==> src/rtl/dutypattern_loader_pkg.sv <==
// Shared types and defaults for the duty-pattern loader.
package dutypattern_pkg;

  // Loader FSM states.
  typedef enum logic [1:0] {
    IDLE   = 2'd0,
    READ   = 2'd1,
    COMMIT = 2'd2
  } state_t;

  // Default pattern width in bits.
  localparam int PATTERN_W_DEF = 32;

  // Pattern held after reset: lower half ones, i.e. 50 % duty.
  localparam logic [31:0] DEFAULT_PATTERN_DEF = 32'h0000FFFF;

  // Width of the committed-frame counter.
  localparam int FRAME_COUNT_W = 8;

endpackage

==> src/rtl/dutypattern_loader_if.sv <==
// FIFO read port seen by the duty-pattern loader.
// Handshake: FIFO_RD_EN is a registered strobe from the loader. The FIFO pops
// one bit at every clock edge that samples FIFO_RD_EN high while FIFO_EMPTY
// is low, and presents that bit on FIFO_DOUT for the whole following cycle.
// FIFO_PROG_FULL high means at least one full pattern is queued.
interface dutypattern_loader_if;
  logic FIFO_PROG_FULL;
  logic FIFO_EMPTY;
  logic FIFO_DOUT;
  logic FIFO_RD_EN;

  // Loader side: consumes status and data, drives the read strobe.
  modport master (
    input  FIFO_PROG_FULL,
    input  FIFO_EMPTY,
    input  FIFO_DOUT,
    output FIFO_RD_EN
  );

  // FIFO side: drives status and data, consumes the read strobe.
  modport slave (
    output FIFO_PROG_FULL,
    output FIFO_EMPTY,
    output FIFO_DOUT,
    input  FIFO_RD_EN
  );
endinterface

==> src/rtl/dutypattern_loader_deser.sv <==
// Serial-to-parallel shifter: first captured bit ends up in the MSB.
module dutypattern_deser
  import dutypattern_pkg::*;
#(
  parameter int PATTERN_W = PATTERN_W_DEF
) (
  input  logic                 clk_i,
  input  logic                 rst_ni,
  input  logic                 clear_i,
  input  logic                 cap_en_i,
  input  logic                 din_i,
  output logic [PATTERN_W-1:0] word_o,
  output logic                 last_o
);

  localparam int CNT_W = $clog2(PATTERN_W + 1);

  logic [PATTERN_W-1:0] word_q;
  logic [CNT_W-1:0]     cnt_q;

  // Shift in one bit per capture; clear wins so a discarded frame leaves nothing behind.
  always_ff @(posedge clk_i or negedge rst_ni) begin
    if (!rst_ni) begin
      word_q <= '0;
      cnt_q  <= '0;
    end else if (clear_i) begin
      word_q <= '0;
      cnt_q  <= '0;
    end else if (cap_en_i) begin
      word_q <= (word_q << 1) | PATTERN_W'(din_i);
      cnt_q  <= cnt_q + CNT_W'(1);
    end
  end

  assign word_o = word_q;
  // High during the cycle whose edge captures the final bit of the word.
  assign last_o = cap_en_i && !clear_i && (cnt_q == CNT_W'(PATTERN_W - 1));

endmodule

==> src/rtl/dutypattern_loader.sv <==
// Reads PATTERN_W serial bits from a FIFO, assembles them MSB first and
// commits the word to PATTERN_OUT with a one-cycle PATTERN_LOAD pulse.
module dutypattern_loader
  import dutypattern_pkg::*;
#(
  parameter int                   PATTERN_W       = PATTERN_W_DEF,
  parameter logic [PATTERN_W-1:0] DEFAULT_PATTERN = PATTERN_W'(DEFAULT_PATTERN_DEF)
) (
  input  logic                     CLK_IN,
  input  logic                     RESET_N,
  dutypattern_loader_if.master     fifo,
  output logic [PATTERN_W-1:0]     PATTERN_OUT,
  output logic                     PATTERN_LOAD,
  output logic                     BUSY,
  output logic [FRAME_COUNT_W-1:0] FRAME_COUNT,
  output logic                     UNDERFLOW,
  output state_t                   STATE_DBG
);

  localparam int CNT_W = $clog2(PATTERN_W + 1);

  state_t                   state_q;
  logic                     rd_en_q;
  logic                     cap_en_q;
  logic [CNT_W-1:0]         iss_cnt_q;
  logic [PATTERN_W-1:0]     pattern_q;
  logic                     load_q;
  logic                     busy_q;
  logic [FRAME_COUNT_W-1:0] count_q;
  logic                     underflow_q;

  logic                     underflow_now;
  logic                     deser_clear;
  logic [PATTERN_W-1:0]     deser_word;
  logic                     deser_last;

  // A read strobe met by an empty FIFO aborts the frame at this edge.
  assign underflow_now = (state_q == READ) && rd_en_q && fifo.FIFO_EMPTY;
  // Shifter only accumulates while reading; anything else wipes it.
  assign deser_clear   = (state_q != READ) || underflow_now;

  dutypattern_deser #(
    .PATTERN_W (PATTERN_W)
  ) u_deser (
    .clk_i    (CLK_IN),
    .rst_ni   (RESET_N),
    .clear_i  (deser_clear),
    .cap_en_i (cap_en_q),
    .din_i    (fifo.FIFO_DOUT),
    .word_o   (deser_word),
    .last_o   (deser_last)
  );

  // Loader FSM with all outputs registered; BUSY is decoded from the next state.
  always_ff @(posedge CLK_IN or negedge RESET_N) begin
    if (!RESET_N) begin
      state_q     <= IDLE;
      rd_en_q     <= 1'b0;
      cap_en_q    <= 1'b0;
      iss_cnt_q   <= '0;
      pattern_q   <= DEFAULT_PATTERN;
      load_q      <= 1'b0;
      busy_q      <= 1'b0;
      count_q     <= '0;
      underflow_q <= 1'b0;
    end else begin
      load_q   <= 1'b0;
      cap_en_q <= 1'b0;
      case (state_q)
        IDLE: begin
          if (fifo.FIFO_PROG_FULL) begin
            state_q   <= READ;
            rd_en_q   <= 1'b1;
            iss_cnt_q <= CNT_W'(1);
            busy_q    <= 1'b1;
          end
        end
        READ: begin
          if (underflow_now) begin
            underflow_q <= 1'b1;
            rd_en_q     <= 1'b0;
            iss_cnt_q   <= '0;
            state_q     <= IDLE;
            busy_q      <= 1'b0;
          end else begin
            // Bit sampled at this edge is valid next cycle, so capture then.
            cap_en_q <= rd_en_q;
            if (rd_en_q) begin
              if (iss_cnt_q == CNT_W'(PATTERN_W)) begin
                rd_en_q <= 1'b0;
              end else begin
                iss_cnt_q <= iss_cnt_q + CNT_W'(1);
              end
            end
            if (deser_last) begin
              state_q <= COMMIT;
            end
          end
        end
        COMMIT: begin
          pattern_q <= deser_word;
          load_q    <= 1'b1;
          count_q   <= count_q + FRAME_COUNT_W'(1);
          iss_cnt_q <= '0;
          state_q   <= IDLE;
          busy_q    <= 1'b0;
        end
        default: begin
          state_q <= IDLE;
          rd_en_q <= 1'b0;
          busy_q  <= 1'b0;
        end
      endcase
    end
  end

  assign fifo.FIFO_RD_EN = rd_en_q;
  assign PATTERN_OUT     = pattern_q;
  assign PATTERN_LOAD    = load_q;
  assign BUSY            = busy_q;
  assign FRAME_COUNT     = count_q;
  assign UNDERFLOW       = underflow_q;
  assign STATE_DBG       = state_q;

endmodule

==> src/flat_wrapper.sv <==
// flat-port wrapper written by rule: the top's interface ports become plain ports
module dutypattern_loader_flat import dutypattern_pkg::*;
#(
  parameter int                   PATTERN_W       = PATTERN_W_DEF,
  parameter logic [PATTERN_W-1:0] DEFAULT_PATTERN = PATTERN_W'(DEFAULT_PATTERN_DEF)
)
  (CLK_IN, RESET_N, PATTERN_OUT, PATTERN_LOAD, BUSY, FRAME_COUNT, UNDERFLOW, STATE_DBG, fifo_FIFO_PROG_FULL, fifo_FIFO_EMPTY, fifo_FIFO_DOUT, fifo_FIFO_RD_EN);
  dutypattern_loader_if fifo_i ();
  input  logic CLK_IN;
  input  logic RESET_N;
  output logic [PATTERN_W-1:0] PATTERN_OUT;
  output logic PATTERN_LOAD;
  output logic BUSY;
  output logic [FRAME_COUNT_W-1:0] FRAME_COUNT;
  output logic UNDERFLOW;
  output state_t STATE_DBG;
  input wire logic [$bits(fifo_i.FIFO_PROG_FULL)-1:0] fifo_FIFO_PROG_FULL;
  input wire logic [$bits(fifo_i.FIFO_EMPTY)-1:0] fifo_FIFO_EMPTY;
  input wire logic [$bits(fifo_i.FIFO_DOUT)-1:0] fifo_FIFO_DOUT;
  output wire logic [$bits(fifo_i.FIFO_RD_EN)-1:0] fifo_FIFO_RD_EN;
  assign fifo_i.FIFO_PROG_FULL = fifo_FIFO_PROG_FULL;
  assign fifo_i.FIFO_EMPTY = fifo_FIFO_EMPTY;
  assign fifo_i.FIFO_DOUT = fifo_FIFO_DOUT;
  assign fifo_FIFO_RD_EN = fifo_i.FIFO_RD_EN;
  dutypattern_loader #(.PATTERN_W(PATTERN_W), .DEFAULT_PATTERN(DEFAULT_PATTERN)) u_core (.CLK_IN(CLK_IN), .RESET_N(RESET_N), .fifo(fifo_i), .PATTERN_OUT(PATTERN_OUT), .PATTERN_LOAD(PATTERN_LOAD), .BUSY(BUSY), .FRAME_COUNT(FRAME_COUNT), .UNDERFLOW(UNDERFLOW), .STATE_DBG(STATE_DBG));
endmodule
==> config.mk <==
export PLATFORM = sky130hd
export DESIGN_NAME = dutypattern_loader_flat
export DESIGN_NICKNAME = d
export VERILOG_FILES = /design/src/rtl/dutypattern_loader_pkg.sv /design/src/rtl/dutypattern_loader_if.sv /design/src/rtl/dutypattern_loader_deser.sv /design/src/rtl/dutypattern_loader.sv /design/src/flat_wrapper.sv
export SDC_FILE = /design/constraint.sdc
export NUM_CORES = 1
export LEC_CHECK = 0
export CAP_MARGIN = 20
export CORE_AREA = 2 2 108 110
export CTS_BUF_LIST = sky130_fd_sc_hd__clkbuf_8
export DETAILED_ROUTE_END_ITERATION = 16
export DIE_AREA = 0 0 110 112
export DONT_BUFFER_PORTS = 1
export SKIP_LAST_GASP = 1
export SYNTH_ARGS = -nofsm -noshare
export SYNTH_HDL_FRONTEND = slang
export SYNTH_HIERARCHICAL = 1
export SYNTH_SLANG_ARGS = --single-unit
==> constraint.sdc <==
create_clock -name CLK_IN -period 2.4 [get_ports CLK_IN]
set_clock_uncertainty 0.2 [all_clocks]
set_input_delay 0.48 -clock CLK_IN [delete_from_list [all_inputs] [get_ports CLK_IN]]
set_output_delay 0.48 -clock CLK_IN [all_outputs]
set_load 0.01 [all_outputs]
==> reports/qor.yml <==
placed_design:
  dpl.cell_count: 438
  preCtsSetupSlack_ps: 262.5
  place.detailed.hpwl_microns: 4570
  dpl_cell_area_sq_um: 4050
  place_congestion: 0.7515
  portBuffers: 0
timing:
  period_share_pct: 89.38
  setup_ws_ps: 254.9
  max_freq_ghz: 0.4662
  slew-limit-headroom_pct: 56.43
  whs_ps: -400.9
  final.setup.tns_ps: 0
  setup_viol: 0
  maxSlewViolCount: 0
  hold_violations: 91
  min_period_ps: 2145
  tightest_slew_ps: 649.2
  rsz0062_at_grt: "no"
final_layout:
  syn2layout_area_growth_pct: 10.19
  layout_commonest_cell: "dfrtp_1"
  final_layout_size_suffix_gt1_share_pct: 25.64
  fin_nets: 321
  fin_util_pct: 38.02
  final_cells: 455
  antennaDiodeCount: 0
  stdcell_area_sq_um: 4249
  final_cell_mix: "74 x dfrtp_1, 45 x nor2_1, 35 x mux2i_1, 35 x mux2_2, 16 x dfstp_2"
run_status:
  violations: "hold timing"
  status: "finished with violations"
floorplan:
  ios: 51
  start_util_pct: 34.51
  die_h_microns: 112
  core_sq_um: 11170
  die_w_microns: 110
  die_area_sq_um: 12320
  row_count: 39
critical_path:
  end_kind: "flip-flop"
  path_delay_family: "simple AND/OR/NAND/NOR gates"
  critical_path_class: "reg -> reg"
  crit_path_start_kind: "flip-flop"
  crit_buf_inv: 1
  cp.required_ps: 2500
  cp_max_fo: 5
  crit_chain: "inv_1 -> ha_1 -> nor2b_1 -> or4_1 -> a21oi_2 -> mux2i_1"
  slowest_delay_ps: 520
  cp.arrival_ps: 2250
  cp_slowest_cell: "or4_1"
route:
  drtIter0Drc: 180
  drt_pass1_iterations: 4
  dr_total_vias: 2221
  wl_per_cell_microns: 15.29
  vias_per_cell: 4.881
  drc: 0
  ant_nets: 0
  wl_microns: 6958
synth:
  synth_edf_count: 0
  syn_area_sq_um: 3856
  synthTopCellsByArea: "dfrtp_1 49%, dfstp_2 11%, mux2_2 10%"
  yosys.area.top_type: "dfrtp_1"
  synth.yosys.seq_area_share_pct: 59.57
  synthCells: 299
  syn_avg_cell_area_sq_um: 12.90
  ys_warn_count: 6
  synthesis.nets: 313
  synth_top_area_share_pct: 48.67
  synth_flop_cell: "dfrtp_1"
  postSynthRegisterBits: 91
  synth_cell_types: 39
  async_flop_share_pct: 100.0
power:
  switching_power_w: 0.0009920
  ir_worst_vdd_v: 0.0004159
  power.density_nw_per_um2: 785.8
  pwr-share-comb_pct: 19.7
  clkPwrFrac_pct: 30.1
  p_leak_nw: 1.912
  power.share.switching_pct: 29.71
  p_int_w: 0.002347
  p_seq_share_pct: 50.2
cts:
  cts_hold_buf: 1
  cts.path.max_buffers: 2
  cts_root_buf: "clkbuf_8"
  clk_pin_slew_ps: 90
  clkLatencyLatePin_ps: 370
  cts_tree: "built"
  cts_max_level: 3
  cts_sinks: 91
  cts_buffers: 9
grt:
  grt_pass1_wl_microns: 11540
  gr-usage-all-layers_pct: 12.40
  first_global_vias: 2309
  antenna_found_initial: 0
  grt_max_degree: 92
  grt-ovfl-total: 0
min_path:
  hold_path.class: "in -> async"
job:
  drv_cap: 0
==> state kept, by name (all words and copies together), names as in the netlist <==
signal                  flops
u_core/PATTERN_OUT         32
u_core/u_deser/word_o      32
u_core/FRAME_COUNT          8
u_core/iss_cnt_q            6
u_core/u_deser/cnt_q        6
u_core/STATE_DBG            2
u_core/BUSY                 1
u_core/PATTERN_LOAD         1
u_core/UNDERFLOW            1
u_core/cap_en_q             1
u_core/fifo.FIFO_RD_EN      1
==> cells in the mapped netlist (4+ instances only) <==
| library cell | instances |
|---|---|
| dfrtp_1 | 75 |
| nor2_1 | 45 |
| mux2_2 | 35 |
| mux2i_1 | 35 |
| dfstp_2 | 16 |
| inv_1 | 10 |
| ha_1 | 9 |
| nand2_1 | 8 |
| buf_2 | 7 |
| nand3_1 | 6 |
| xor2_1 | 6 |
| nand4_1 | 5 |
| xnor2_1 | 5 |
| a21oi_1 | 4 |
==> cells by family after synthesis <==
| logic type | count (synthesis) | synth area share, % |
|---|---|---|
| AO/OA/AOI/OAI | 19 | 3.959 |
| XOR/XNOR | 11 | 2.498 |
| adder cells (fa/ha/maj) | 9 | 2.920 |
| buffers and inverters | 23 | 2.758 |
| flip-flops | 91 | 59.57 |
| multiplexers | 70 | 19.31 |
| AND/OR/NAND/NOR | 76 | 8.988 |
==> layout make-up <==
type	count	area, sq um
flip-flops and latches	91	2298
clock buffers	10	137.6
well taps	143	178.9
inverters	10	37.54
repair buffers	10	90.09
fillers	1059	6925
multi-input cells	185	1455
clock inverters	6	51.30
==> stage by stage <==
stage | total power [W] | hold slack, ps
6_report | 0.003339 | -400.9
3_5_place_dp | 0.002367 | -13.58
2_1_floorplan | 0.002209 | -15.59
3_3_place_gp | 0.002343 | -13.56
4_1_cts | 0.003405 | -431.9
5_1_grt | 0.003526 | -435.0
==> power groups by stage <==
stage                     logic, W  clock network [W]  registers, W
final                     0.000657            0.00101       0.00168
after global placement    0.000637                  0       0.00171
after CTS                 0.000666            0.00106       0.00168
after global routing      0.000721            0.00112       0.00169
after floorplan           0.000526                  0       0.00168
after detailed placement  0.000660                  0       0.00171
==> layer usage <==
metal | vias to the layer above | track usage [%] | share of wire, %
met1 | 1117 | 15.43 | 45
met5 | - | 0 | 0
met2 | 58 | 18.65 | 46
li1 | 1031 | - | -
met4 | 0 | 6.835 | 2.5
met3 | 15 | 4.274 | 6.5
==> final timing paths <==
kind                                            from                         to  slack [ps]  depth (start not counted)
min in group CLK_IN              fifo_FIFO_PROG_FULL                u_core/BUSY          80                          2
setup / recovery                 u_core/STATE_DBG[0]        u_core/iss_cnt_q[5]         250                          6
hold reg to reg            u_core/u_deser/word_o[31]  u_core/u_deser/word_o[31]         330                          2
max in group asynchronous                    RESET_N      u_core/PATTERN_OUT[5]        2190                          0
setup reg to reg                 u_core/STATE_DBG[0]        u_core/iss_cnt_q[5]         250                          6
hold / removal                               RESET_N        u_core/STATE_DBG[1]        -400                          0
==> timing repair <==
item | CTS | global route
hold endpoints to repair | 92 | 91
setup buffers | 0 | 0
setup endpoints to repair | 0 | 0
resized for setup | 0 | 0
Power figures use the tool's default switching activity.
